**src/rtl/lcd_pkg.sv**
```systemverilog
// Shared types and constants for the LCD scan-out path.
// Contents: FSM state enum, panel geometry, init ROM, window sequence,
// RGB332 colour conversion helper.
package lcd_pkg;

   typedef enum logic [2:0] {PRST, WAKE, INIT, WIN, PIX, DONE} state_e;

   localparam int unsigned LCD_W    = 128;
   localparam int unsigned LCD_H    = 128;
   localparam int unsigned NPIX     = LCD_W * LCD_H;
   localparam int unsigned ADDR_W   = 14;
   localparam int unsigned INIT_LEN = 6;
   localparam int unsigned WIN_LEN  = 11;

   localparam logic [7:0] CMD_CASET = 8'h2A;
   localparam logic [7:0] CMD_RASET = 8'h2B;
   localparam logic [7:0] CMD_RAMWR = 8'h2C;

   // One bus byte: cd=0 command, cd=1 data.
   typedef struct packed {
      logic       cd;
      logic [7:0] data;
   } lcd_byte_t;

   // Panel power-up sequence, sent once after reset.
   function automatic lcd_byte_t init_byte(input logic [3:0] idx);
      case (idx)
         4'd0:    init_byte = '{cd: 1'b0, data: 8'h01};  // software reset
         4'd1:    init_byte = '{cd: 1'b0, data: 8'h11};  // sleep out
         4'd2:    init_byte = '{cd: 1'b0, data: 8'h3A};  // pixel format
         4'd3:    init_byte = '{cd: 1'b1, data: 8'h02};  // 8-bit RGB332
         4'd4:    init_byte = '{cd: 1'b0, data: 8'h36};  // MADCTL
         4'd5:    init_byte = '{cd: 1'b1, data: 8'h00};
         default: init_byte = '{cd: 1'b0, data: 8'h00};
      endcase
   endfunction

   // Full-screen column/row window followed by memory write.
   function automatic lcd_byte_t win_byte(input logic [3:0] idx);
      case (idx)
         4'd0:    win_byte = '{cd: 1'b0, data: CMD_CASET};
         4'd4:    win_byte = '{cd: 1'b1, data: 8'(LCD_W - 1)};
         4'd5:    win_byte = '{cd: 1'b0, data: CMD_RASET};
         4'd9:    win_byte = '{cd: 1'b1, data: 8'(LCD_H - 1)};
         4'd10:   win_byte = '{cd: 1'b0, data: CMD_RAMWR};
         default: win_byte = '{cd: 1'b1, data: 8'h00};
      endcase
   endfunction

   // {r,g,b} single bits replicated into RGB332.
   function automatic logic [7:0] rgb332(input logic [2:0] rgb);
      rgb332 = {{3{rgb[2]}}, {3{rgb[1]}}, {2{rgb[0]}}};
   endfunction

endpackage

```
**src/rtl/lcd_byte_tx.sv**
```systemverilog
// Single-byte writer for the 8080-style LCD bus.
// Ports: clk_i, rst_i (sync, active high); start_i/cd_i/data_i load a byte;
// lcd_cd_o/lcd_d_o held for the whole byte, lcd_wr_o low for the first
// WR_HALF cycles; busy_o while a byte is on the bus; last_o in its final cycle.
// start_i on the last_o cycle chains the next byte with no gap.
module lcd_byte_tx
   import lcd_pkg::*;
#(
   parameter int unsigned WR_HALF = 4
) (
   input  logic       clk_i,
   input  logic       rst_i,
   input  logic       start_i,
   input  logic       cd_i,
   input  logic [7:0] data_i,
   output logic       lcd_cd_o,
   output logic [7:0] lcd_d_o,
   output logic       lcd_wr_o,
   output logic       busy_o,
   output logic       last_o
);

   localparam int unsigned BYTE_CYC = 2 * WR_HALF;
   localparam int unsigned CNT_W    = (BYTE_CYC > 2) ? $clog2(BYTE_CYC) : 1;

   logic [CNT_W-1:0] cnt_q, cnt_d;
   logic             busy_q, busy_d;
   logic             wr_q, wr_d;
   logic             last_q, last_d;
   logic             cd_q, cd_d;
   logic [7:0]       d_q, d_d;

   // Byte sequencing; strobe and last flag are decoded from the next count
   // so they come straight out of flops.
   always_comb begin
      cnt_d  = cnt_q;
      busy_d = busy_q;
      cd_d   = cd_q;
      d_d    = d_q;
      if (start_i) begin
         cnt_d  = '0;
         busy_d = 1'b1;
         cd_d   = cd_i;
         d_d    = data_i;
      end else if (busy_q) begin
         if (cnt_q == CNT_W'(BYTE_CYC - 1)) begin
            cnt_d  = '0;
            busy_d = 1'b0;
         end else begin
            cnt_d = cnt_q + CNT_W'(1);
         end
      end
      wr_d   = !(busy_d && (cnt_d < CNT_W'(WR_HALF)));
      last_d = busy_d && (cnt_d == CNT_W'(BYTE_CYC - 1));
   end

   always_ff @(posedge clk_i) begin
      if (rst_i) begin
         cnt_q  <= '0;
         busy_q <= 1'b0;
         wr_q   <= 1'b1;
         last_q <= 1'b0;
         cd_q   <= 1'b0;
         d_q    <= '0;
      end else begin
         cnt_q  <= cnt_d;
         busy_q <= busy_d;
         wr_q   <= wr_d;
         last_q <= last_d;
         cd_q   <= cd_d;
         d_q    <= d_d;
      end
   end

   assign lcd_cd_o = cd_q;
   assign lcd_d_o  = d_q;
   assign lcd_wr_o = wr_q;
   assign busy_o   = busy_q;
   assign last_o   = last_q;

endmodule

```
**src/rtl/lcd_scanout.sv**
```systemverilog
// Display-side VRAM reader: resets and initialises the panel, then streams
// full 128x128 RGB332 frames over the 8-bit parallel LCD bus forever.
// Ports: CLK, RST (sync, active high); VRAM_RADDR {y,x} / VRAM_RDATA
// (one-cycle read latency); LCD_CS0, LCD_CD, LCD_WR, LCD_RSTB, LCD_D panel
// bus; FRAME_DONE one-cycle pulse after each frame's last pixel byte.
// WR_HALF must be at least 2 so a pixel fetch lands inside one byte period.
module lcd_scanout
   import lcd_pkg::*;
#(
   parameter int unsigned WR_HALF     = 4,
   parameter int unsigned RST_CYCLES  = 1024,
   parameter int unsigned WAKE_CYCLES = 4096
) (
   input  logic              CLK,
   input  logic              RST,
   output logic [ADDR_W-1:0] VRAM_RADDR,
   input  logic [3:0]        VRAM_RDATA,
   output logic              LCD_CS0,
   output logic              LCD_CD,
   output logic              LCD_WR,
   output logic              LCD_RSTB,
   output logic [7:0]        LCD_D,
   output logic              FRAME_DONE
);

   localparam int unsigned TMR_MAX = (RST_CYCLES > WAKE_CYCLES) ? RST_CYCLES : WAKE_CYCLES;
   localparam int unsigned TMR_W   = $clog2(TMR_MAX + 1);

   state_e            state_q, state_d;
   logic [TMR_W-1:0]  tmr_q, tmr_d;
   logic [3:0]        idx_q, idx_d;
   logic [ADDR_W-1:0] pcnt_q, pcnt_d;
   logic [ADDR_W-1:0] raddr_q, raddr_d;
   logic [7:0]        pix_q, pix_d;
   logic              cs_q, cs_d;
   logic              rstb_q, rstb_d;
   logic              fd_q, fd_d;

   logic              start_c;
   lcd_byte_t         tx_byte_c;
   logic              tx_last;
   logic              unused_tx_busy;
   logic              unused_rdata_msb;

   assign unused_rdata_msb = VRAM_RDATA[3];

   // Sequencer: panel reset/wake timers, then init, window and pixel bytes.
   always_comb begin
      state_d   = state_q;
      tmr_d     = tmr_q;
      idx_d     = idx_q;
      pcnt_d    = pcnt_q;
      raddr_d   = raddr_q;
      pix_d     = pix_q;
      cs_d      = cs_q;
      rstb_d    = rstb_q;
      fd_d      = 1'b0;
      start_c   = 1'b0;
      tx_byte_c = '{cd: 1'b0, data: 8'h00};

      // Keep refreshing the pixel register while the next address is held;
      // the last capture before the byte boundary is the valid one.
      if ((state_q == WIN || state_q == PIX) && !tx_last) begin
         pix_d = rgb332(VRAM_RDATA[2:0]);
      end

      case (state_q)
         PRST: begin
            rstb_d = 1'b0;
            cs_d   = 1'b1;
            if (tmr_q == TMR_W'(RST_CYCLES - 1)) begin
               state_d = WAKE;
               tmr_d   = '0;
               rstb_d  = 1'b1;
            end else begin
               tmr_d = tmr_q + TMR_W'(1);
            end
         end
         WAKE: begin
            if (tmr_q == TMR_W'(WAKE_CYCLES - 1)) begin
               state_d   = INIT;
               tmr_d     = '0;
               cs_d      = 1'b0;
               idx_d     = '0;
               start_c   = 1'b1;
               tx_byte_c = init_byte(4'd0);
            end else begin
               tmr_d = tmr_q + TMR_W'(1);
            end
         end
         INIT: begin
            if (tx_last) begin
               start_c = 1'b1;
               if (idx_q == 4'(INIT_LEN - 1)) begin
                  state_d   = WIN;
                  idx_d     = '0;
                  tx_byte_c = win_byte(4'd0);
               end else begin
                  idx_d     = idx_q + 4'd1;
                  tx_byte_c = init_byte(idx_q + 4'd1);
               end
            end
         end
         WIN: begin
            // Address 0 is presented for the whole window so pixel 0 is ready.
            raddr_d = '0;
            pcnt_d  = '0;
            if (tx_last) begin
               start_c = 1'b1;
               if (idx_q == 4'(WIN_LEN - 1)) begin
                  state_d   = PIX;
                  idx_d     = '0;
                  raddr_d   = ADDR_W'(1);
                  tx_byte_c = '{cd: 1'b1, data: pix_q};
               end else begin
                  idx_d     = idx_q + 4'd1;
                  tx_byte_c = win_byte(idx_q + 4'd1);
               end
            end
         end
         PIX: begin
            if (tx_last) begin
               if (pcnt_q == ADDR_W'(NPIX - 1)) begin
                  state_d = DONE;
                  fd_d    = 1'b1;
                  pcnt_d  = '0;
                  raddr_d = '0;
               end else begin
                  start_c   = 1'b1;
                  tx_byte_c = '{cd: 1'b1, data: pix_q};
                  pcnt_d    = pcnt_q + ADDR_W'(1);
                  // Fetch runs one pixel ahead; wraps to {0,0} naturally.
                  raddr_d   = raddr_q + ADDR_W'(1);
               end
            end
         end
         DONE: begin
            state_d   = WIN;
            idx_d     = '0;
            raddr_d   = '0;
            start_c   = 1'b1;
            tx_byte_c = win_byte(4'd0);
         end
         default: begin
            state_d = PRST;
            tmr_d   = '0;
            cs_d    = 1'b1;
            rstb_d  = 1'b0;
         end
      endcase
   end

   always_ff @(posedge CLK) begin
      if (RST) begin
         state_q <= PRST;
         tmr_q   <= '0;
         idx_q   <= '0;
         pcnt_q  <= '0;
         raddr_q <= '0;
         pix_q   <= '0;
         cs_q    <= 1'b1;
         rstb_q  <= 1'b0;
         fd_q    <= 1'b0;
      end else begin
         state_q <= state_d;
         tmr_q   <= tmr_d;
         idx_q   <= idx_d;
         pcnt_q  <= pcnt_d;
         raddr_q <= raddr_d;
         pix_q   <= pix_d;
         cs_q    <= cs_d;
         rstb_q  <= rstb_d;
         fd_q    <= fd_d;
      end
   end

   lcd_byte_tx #(.WR_HALF(WR_HALF)) u_tx (
      .clk_i    (CLK),
      .rst_i    (RST),
      .start_i  (start_c),
      .cd_i     (tx_byte_c.cd),
      .data_i   (tx_byte_c.data),
      .lcd_cd_o (LCD_CD),
      .lcd_d_o  (LCD_D),
      .lcd_wr_o (LCD_WR),
      .busy_o   (unused_tx_busy),
      .last_o   (tx_last)
   );

   assign VRAM_RADDR = raddr_q;
   assign LCD_CS0    = cs_q;
   assign LCD_RSTB   = rstb_q;
   assign FRAME_DONE = fd_q;

endmodule

```
**config.mk**
```make
export PLATFORM = sky130hd
export DESIGN_NAME = lcd_scanout
export DESIGN_NICKNAME = d
export VERILOG_FILES = /design/src/rtl/lcd_pkg.sv /design/src/rtl/lcd_byte_tx.sv /design/src/rtl/lcd_scanout.sv
export SDC_FILE = /design/constraint.sdc
export NUM_CORES = 1
export LEC_CHECK = 0
export CORE_UTILIZATION = 52
export DETAILED_ROUTE_END_ITERATION = 16
export GPL_TIMING_DRIVEN = 1
export PLACE_DENSITY = 0.8
export SLEW_MARGIN = 25
export SYNTH_ARGS = -nofsm -noshare
export SYNTH_HDL_FRONTEND = slang
export SYNTH_SLANG_ARGS = --single-unit
```
**constraint.sdc**
```tcl
create_clock -name CLK -period 1.95 [get_ports CLK]
set_clock_uncertainty 0.2 [all_clocks]
set_input_delay 0.39 -clock CLK [delete_from_list [all_inputs] [get_ports CLK]]
set_output_delay 0.39 -clock CLK [all_outputs]
set_load 0.02 [all_outputs]
```
# Word level (Yosys, flattened, before mapping)
# Cells that the tools add are included.
totals:
  reg_bits: 72
  wordCells: 124
  inputBits: 6
op_classes:
  bitwise_logic: 3
  n_lt_le_gt_ge: 1
  eq_ne: 27
  muxes: 52
  reduce_logical: 21
  add_sub_neg: 5
ops:
  columns: ["operator", "count"]
  rows:
  - ["two-way mux 14 bit", 4]
  - ["two-way mux 9 bit", 6]
  - ["one-hot mux 9 bit (6 select lines)", 1]
  - ["one-hot mux 9 bit (5 select lines)", 1]
  - ["one-hot mux 14 bit (3 select lines)", 1]
  - ["one-hot mux 13 bit (3 select lines)", 1]
  - ["one-hot mux 9 bit (4 select lines)", 1]
  - ["two-way mux 3 bit", 11]
  - ["adder 14 x 1 -> 14 bit (second input constant)", 2]
  - ["one-hot mux 14 bit (2 select lines)", 1]
  - ["two-way mux 13 bit", 2]
  - ["two-way mux 4 bit", 5]
  - ["one-hot mux 3 bit (6 select lines)", 1]
  - ["one-hot mux 4 bit (4 select lines)", 1]
  - ["== test 14 bit (second input constant)", 1]
  - ["adder 13 x 1 -> 13 bit (second input constant)", 1]
  - ["== test 13 x 10 -> 1 bit (second input constant)", 1]
  - ["== test 13 x 12 -> 1 bit (second input constant)", 1]
  - ["two-way mux 1 bit", 13]
  - ["== test 3 bit (second input constant)", 4]
  - ["== test 4 x 3 -> 1 bit (second input constant)", 3]
  - ["== test 4 bit (second input constant)", 3]
  - ["!= test 2 x 1 -> 1 bit (second input constant)", 5]
  - ["== test 4 x 2 -> 1 bit (second input constant)", 2]
  - ["25 further kinds", 37]

# Depth between registers and ports, before layout
# Gate-level depths: netlist of run 1.
logic_depth:
  depth_word: 8
  mapped_depth: 8

# Hierarchy
# From an unflattened synthesis of run 1, not the netlist that was laid out.
hier_totals:
  cells_unflattened: 460
  area_unflattened_um2: 3693.5
modules_own_cells:
  columns: ["mod", "area_per_inst_um2", "cells_each", "n_inst", "seq_area_each_um2"]
  rows:
  - ["lcd_scanout", 3131.8, 407, 1, 1081.0]
  - ["lcd_byte_tx", 561.8, 53, 1, 300.3]

# Worst setup path after synthesis of run 1
# Ideal clock, no wire load.
synth_timing:
  kind: "register -> register"
  start: "register pcnt_q[0]"
  end: "register raddr_q[10], in the netlist VRAM_RADDR[10]"
  stages_incl_launch_ff: 9
  n_path_buf: 2
  path_slack_ns: -0.159
  period_less_slack_ns: 2.109
  arrival_ns: 1.792
  required_ns: 1.633
  cell_sequence: "dfxtp_1 > ha_1 > nand3_1 > or4_1 > buf_2 > nand3_1 > a21o_1 > buf_2 > nor2_1"
synth_between:
  elab_chain_cells: 4
synth_rtl:
  columns: ["element", "line", "rtl"]
  rows:
  - ["start: declaration", "lcd_scanout.sv:32", "logic [ADDR_W-1:0] pcnt_q, pcnt_d;"]
  - ["start signal: assignment", "lcd_scanout.sv:168", "pcnt_q <= pcnt_d;"]
  - ["== test 14 bit", "lcd_scanout.sv:123", "if (pcnt_q == ADDR_W'(NPIX - 1)) begin"]
  - ["two-way mux 14 bit", "lcd_scanout.sv:123", null]
  - ["two-way mux 14 bit", "lcd_scanout.sv:122", "if (tx_last) begin"]
  - ["one-hot mux 14 bit (3 select lines)", "lcd_scanout.sv:67", "case (state_q)"]
  - ["end signal: assignment", "lcd_scanout.sv:169", "raddr_q <= raddr_d;"]
  - ["end: declaration", "lcd_scanout.sv:33", "logic [ADDR_W-1:0] raddr_q, raddr_d;"]
# No other way between the ends. The select of a mux whose other input is x is not followed.
# A chain may end at the register's enable or synchronous reset.

# Worst setup path in the final report of run 1
layout_timing:
  start: "register state_q[0]"
  end: "register tmr_q[1]"
layout_between:
  elab_chain_cells: 3
layout_rtl:
  columns: ["element", "line", "rtl"]
  rows:
  - ["start: declaration", "lcd_scanout.sv:29", "state_e state_q, state_d;"]
  - ["start signal: assignment", "lcd_scanout.sv:165", "state_q <= state_d;"]
  - ["== test 3 x 2 -> 1 bit / == test 3 bit (equally long branches)", "lcd_scanout.sv:67", null]
  - ["OR reduction 4 bit (no source line)", null, null]
  - ["one-hot mux 13 bit (3 select lines)", "lcd_scanout.sv:67", null]
  - ["end signal: assignment", "lcd_scanout.sv:166", "tmr_q <= tmr_d;"]
  - ["end: declaration", "lcd_scanout.sv:30", "logic [TMR_W-1:0] tmr_q, tmr_d;"]
# Several ways; a longest one is shown, not always the timed one.

==> impl_results.md, run 1 <==
* Total CTS buffers at 9
* Via Count at 3901
* Root Buffer: clkbuf_8
* First-pass DRT Iterations at 5
* Area grow syn2layout at 40.3%
* Placed cell area at 0.00464 mm²
* HPWL Detailed at 6.83 mm
* Most frequent cells in the layout: 76 x buf_4, 53 x nor2_1, 51 x dfxtp_1
* Wirelength per Cell at 17.0 µm
* Sequential area share after synthesis at 37.6%
* Simple logic cell fraction of the synthesized area at 28.8%
* Nature of the critical path endpoint: flip-flop
* Routed WL at 10.9 mm
* VDD IR max at 355 µV
* Post-synth net total at 447
* Post-synth ARST share at 0%
* Leakage dissipation at 2.06 nW
* Final ANT Viol Nets at 0
* Hold Vio Cnt, Final at 0
* Met1 Wirelength at 4.50 mm
* Sink Count at 69
* Inserted Diodes at 0
* Initial antenna violation count at 0
* DIE AREA at 0.00741 mm²
* Initial Utilization at 54.1%
* Avg Cell Area, Syn at 8.43 µm²
* Power density cells at 521 mW/mm²
* Crit-path slowest cell: a2111oi_4
* Clk_lat worst skew at 0.35 ns
* Synth cell types at 66
* Port Buffers at 31
* Post-synth top flop: dfxtp_1
* Critical Path RT at 1.99 ns
* Commonest non-fill, non-tap cell in the layout: buf_4
* Met3 Routed Length at 621 µm
* Number of global-route vias before repair at 3525
* Reg2reg start: state_q[0]$_SDFFE_PP0P_
* Die H at 86.1 µm
* Number of DRC markers in iteration 0 at 328
* CP peak stage delay at 0.43 ns
* CTS tree: yes
* Via density at 6.08
* Synth Area in Compound Gates at 17.3%
* Setup Crit Path Kind: reg2reg
* Worst-Margin Slew at 0.356 ns
* Worst hold start: u_tx.lcd_d_o[5]$_SDFFE_PP0P_
* CP max FO at 5
* Max-Cap Viols at 0
* Final Slew Violations at 0
* Post-Synth Adder-Cell Area at 1.70%
* Status: complete, but fails checks
* Mux cell area share after synthesis at 1.94%
* Slew headroom at 75.9%
* Post-layout min period at 2.00 ns
* Number of synthesized register bits at 69
* RSZ-0062 raised after global routing: true
* Setup Slack @ Placement at -0.0947 ns
* # fillers at 445
* Htree depth at 3
* CORE AREA at 0.00679 mm²
* Final Cycle Share at 103%
* Post-Synth XOR/XNOR Area at 8.58%
* Largest family of logic cells by synthesized area: simple AND/OR/NAND/NOR gates
* Crit-path cells: or3_4 > a2111oi_4 > nor2_2 > buf_4 > a22oi_2 > nor2_1
* Area of the multi-input gates at 0.00236 mm²
* Share of layout cells above drive strength 1 at 29.9%
* Worst path arrival time at 2.04 ns
* Highest metal used: met4
* Storage element area at 0.00141 mm²
* Die Wd at 86.1 µm
* Synth warn at 0
* CP startpoint: state_q[0]$_SDFFE_PP0P_
* Setup violations, final at 5
* DRC viols at 0
* Worst-path clk slew at 0.08 ns
* Largest net degree at the start of global routing at 17
* Post-synth EDFFs at 0
* Fmax at 500 MHz
* Failing checks: setup timing
* Gate Count Post-Synth at 436
* Ports at 33
* Worst hold path class: reg2reg
* First-pass GRT wire length at 16.3 mm
* CTS Buffer Depth at 2
* Post-Route Utilization at 75.9%
* Synth Cell Area at 0.00368 mm²
* Post-layout instance area at 0.00516 mm²
* GRT Total Usage at 28.0%
* DR WL met2 at 5.44 mm
* Setup WS post-layout at -0.0517 ns
* Layout Nets at 552
* Total grt overflow at 0
* Crit start category: flip-flop
* RD Place Congestion at 0.950
* Row cnt at 30
-- kinds of logic after synthesis --
kind of cell / after synthesis
multiplexers: 7
adder cells (fa/ha/maj): 5
XOR/XNOR: 36
flip-flops: 69
AND/OR/NAND/NOR: 195
AO/OA/AOI/OAI: 89
buffers and inverters: 35
-- per-stage QoR --
stage	hold slack (ns)	setup TNS, ns	power (mW)	cells
3_5_place_dp	0.239	-1.51	1.53	616
4_1_cts	0.256	0	2.67	634
6_report	0.254	-0.100	2.69	642
3_3_place_gp	0.234	-0.456	1.53	616
2_1_floorplan	0.224	0	1.49	436
5_1_grt	0.263	-1.41	2.77	642
-- registers in the layout, summed over array words and instances, names as in the netlist --
signal	cells
u_tx.busy_o	1
pcnt_q	14
u_tx.lcd_cd_o	1
LCD_RSTB	1
u_tx.cnt_q	3
u_tx.lcd_wr_o	1
tmr_q	13
pix_q	3
u_tx.last_o	1
state_q	3
FRAME_DONE	1
LCD_CS0	1
idx_q	4
u_tx.lcd_d_o	8
VRAM_RADDR	14
-- path summary, 6_finish.rpt --
kind	end	slack (ns)	cells past startpoint
setup / recovery	tmr_q[1]$_SDFFE_PP0N_	-0.05	6
hold / removal	u_tx.lcd_d_o[5]$_SDFFE_PP0P_	0.25	1
setup reg to reg	tmr_q[1]$_SDFFE_PP0N_	-0.05	6
hold reg to reg	u_tx.lcd_d_o[5]$_SDFFE_PP0P_	0.25	1
-- cells in the mapped netlist, types with 6 or more instances --
cell,number,share of area [%]
nand3_1,20,2.7
xor2_1,22,5.2
nand2b_1,7,1.2
mux2i_1,6,1.6
or3_1,7,1.2
nand2_1,26,2.7
and3_1,6,1.0
dfxtp_1,69,38
nor2_1,57,5.8
nor3_1,14,1.9
buf_2,10,1.4
a21oi_1,17,2.3
nand4_1,19,3.2
a31oi_1,8,1.4
and4_1,6,1.4
xnor2_1,14,3.3
clkbuf_1,11,1.1
inv_1,11,1.1
a211oi_1,7,1.4
o21ai_0,8,1.1
-- critical path: cells and delay by family (launching register included) --
kind / cells / cell delay, ns
buffers and inverters: 1 / 0.17
AND/OR/NAND/NOR: 3 / 0.54
flip-flops: 1 / 0.36
AO/OA/AOI/OAI: 2 / 0.62
-- what timing repair did --
action                                  4_1_cts  5_1_grt
gates resized for setup                      27       46
pin swaps                                     5       19
endpoints found under the setup margin       61       63
gates cloned                                  1        2
setup buffers                                 1        7
hold buffers                                  0        0
-- where the power goes --
part           internal (mW)  switching (mW)
sequential              1.41         0.00513
combinational         0.0591          0.0529
clock                  0.588           0.570
total                   2.06           0.628
-- cell type report --
class,instances,area share [%]
clock inverters,6,1.24
well taps,96,2.33
flip-flops and latches,69,27.3
clock buffers,10,2.47
multi-input cells,332,45.7
repair buffers,117,20.1
inverters,12,0.873
-- routing by layer --
layer	global-route usage (%)	vias up
li1	-	1824
met1	33.8	1866
met2	47.4	172
met3	5.97	39
met4	13.0	0
met5	0	-
(Power assumes the default switching activity.)
==> run 2, diff against run 1 <==
--- a/config.mk
+++ b/config.mk
@@ -8,6 +8,7 @@
 export CORE_UTILIZATION = 52
 export DETAILED_ROUTE_END_ITERATION = 16
 export GPL_TIMING_DRIVEN = 1
+export HOLD_SLACK_MARGIN = 0.08
 export PLACE_DENSITY = 0.8
 export SLEW_MARGIN = 25
 export SYNTH_ARGS = -nofsm -noshare
==> results of run 2 <==
The final DEF is identical to that of run 1; final timing and power are the same.
==> run 3, diff against run 2 <==
--- a/config.mk
+++ b/config.mk
@@ -10,6 +10,7 @@
 export GPL_TIMING_DRIVEN = 1
 export HOLD_SLACK_MARGIN = 0.08
 export PLACE_DENSITY = 0.8
+export SKIP_CTS_REPAIR_TIMING = 1
 export SLEW_MARGIN = 25
 export SYNTH_ARGS = -nofsm -noshare
 export SYNTH_HDL_FRONTEND = slang
==> impl_results.md, run 3 (same netlist as run 1, synthesis figures left out) <==
* Setup violations, final at 28
* Failing checks: setup timing
* Setup Slack @ Placement at -0.0947 ns
* Row cnt at 30
* Initial Utilization at 54.1%
* Final Slew Violations at 0
* Wirelength per Cell at 17.7 µm
* CORE AREA at 0.00679 mm²
* Initial antenna violation count at 0
* Most frequent cells in the layout: 74 x buf_4, 50 x dfxtp_1, 44 x nor2_1
* Final ANT Viol Nets at 0
* Area grow syn2layout at 44.1%
* Worst-Margin Slew at 0.475 ns
* Post-layout min period at 2.03 ns
* RD Place Congestion at 0.950
* Port Buffers at 31
* RSZ-0062 raised after global routing: true
* Nature of the critical path endpoint: flip-flop
* Setup WS post-layout at -0.0839 ns
* Largest net degree at the start of global routing at 22
* Ports at 33
* Via density at 6.09
* Commonest non-fill, non-tap cell in the layout: buf_4
* HPWL Detailed at 6.83 mm
* Routed WL at 11.4 mm
* Total CTS buffers at 9
* Share of layout cells above drive strength 1 at 31.3%
* Htree depth at 3
* Total grt overflow at 0
* Number of DRC markers in iteration 0 at 326
* Clk_lat worst skew at 0.37 ns
* Crit start category: flip-flop
* Status: complete, but fails checks
* Final Hold Slack at 0.256 ns
* GRT Total Usage at 27.4%
* First-pass DRT Iterations at 5
* CP max FO at 7
* Die H at 86.1 µm
* Leakage dissipation at 2.23 nW
* Critical Path RT at 2.00 ns
* Inserted Diodes at 0
* DIE AREA at 0.00741 mm²
* DRC viols at 0
* Power density cells at 510 mW/mm²
* Sink Count at 69
* Number of global-route vias before repair at 3456
* Die Wd at 86.1 µm
* Worst path arrival time at 2.09 ns
* Setup Crit Path Kind: reg2reg
* Hold Vio Cnt, Final at 0
* Final Cycle Share at 104%
* VDD IR max at 417 µV
* First-pass GRT wire length at 16.0 mm
* Via Count at 3908
* CTS tree: yes
* Root Buffer: clkbuf_8
* Max-Cap Viols at 0
* Fmax at 492 MHz
* Slew headroom at 68.0%
* CTS Buffer Depth at 2
* Layout Nets at 552
* Worst-path clk slew at 0.07 ns
* Worst hold path class: reg2reg
-- run 3: worst paths after layout --
path / start / end / slack [ns] / depth (start not counted)
hold / removal: u_tx.lcd_d_o[5]$_SDFFE_PP0P_ / u_tx.lcd_d_o[5]$_SDFFE_PP0P_ / 0.26 / 1
hold reg to reg: u_tx.lcd_d_o[5]$_SDFFE_PP0P_ / u_tx.lcd_d_o[5]$_SDFFE_PP0P_ / 0.26 / 1
setup / recovery: pcnt_q[1]$_SDFFE_PP0P_ / u_tx.lcd_d_o[1]$_SDFFE_PP0P_ / -0.08 / 7
setup reg to reg: pcnt_q[1]$_SDFFE_PP0P_ / u_tx.lcd_d_o[1]$_SDFFE_PP0P_ / -0.08 / 7
-- run 3: worst max-delay path, stage by stage, from the launching register on --
cell and delay [ns]:
dfxtp_2 0.36, ha_4 0.15, nand3_2 0.09, or4_4 0.44, buf_8 0.17, a31oi_1 0.18
nor2_1 0.06, a221o_1 0.26
-- run 3: power by group --
part           internal, mW  switching, mW  total (mW)  leakage [nW]
combinational        0.0586         0.0570       0.116          1.57
sequential             1.41        0.00484        1.42         0.566
clock                 0.588          0.582        1.17        0.0923
total                  2.06          0.644        2.70          2.23
-- run 3: layer usage --
layer | global-route usage [%] | part of all wire, % | vias to the layer above
met5 | 0 | 0 | -
met4 | 12.0 | 4.3 | 0
met3 | 5.97 | 6.1 | 46
met2 | 46.3 | 49 | 179
met1 | 33.5 | 40 | 1870
li1 | - | - | 1813
-- run 3: final cells by class --
| type | instances | area, µm² |
|---|---|---|
| multi-input cells | 332 | 2410 |
| inverters | 12 | 45.0 |
| fillers | 407 | 1500 |
| flip-flops and latches | 69 | 1410 |
| well taps | 96 | 120 |
| clock inverters | 6 | 63.8 |
| repair buffers | 117 | 1120 |
| clock buffers | 10 | 128 |
-- run 3: through the flow --
step	instances	instance area [µm²]	util, %	TNS (ns)	power, mW
after detailed placement	616	4640	68.3	-1.51	1.53
after CTS	632	4830	71.1	-2.66	2.66
after floorplan	436	3720	-	0	1.49
after global routing	642	5300	78.0	-4.21	2.78
final	642	5300	78.0	-0.741	2.70
after global placement	616	4640	68.3	-0.456	1.53
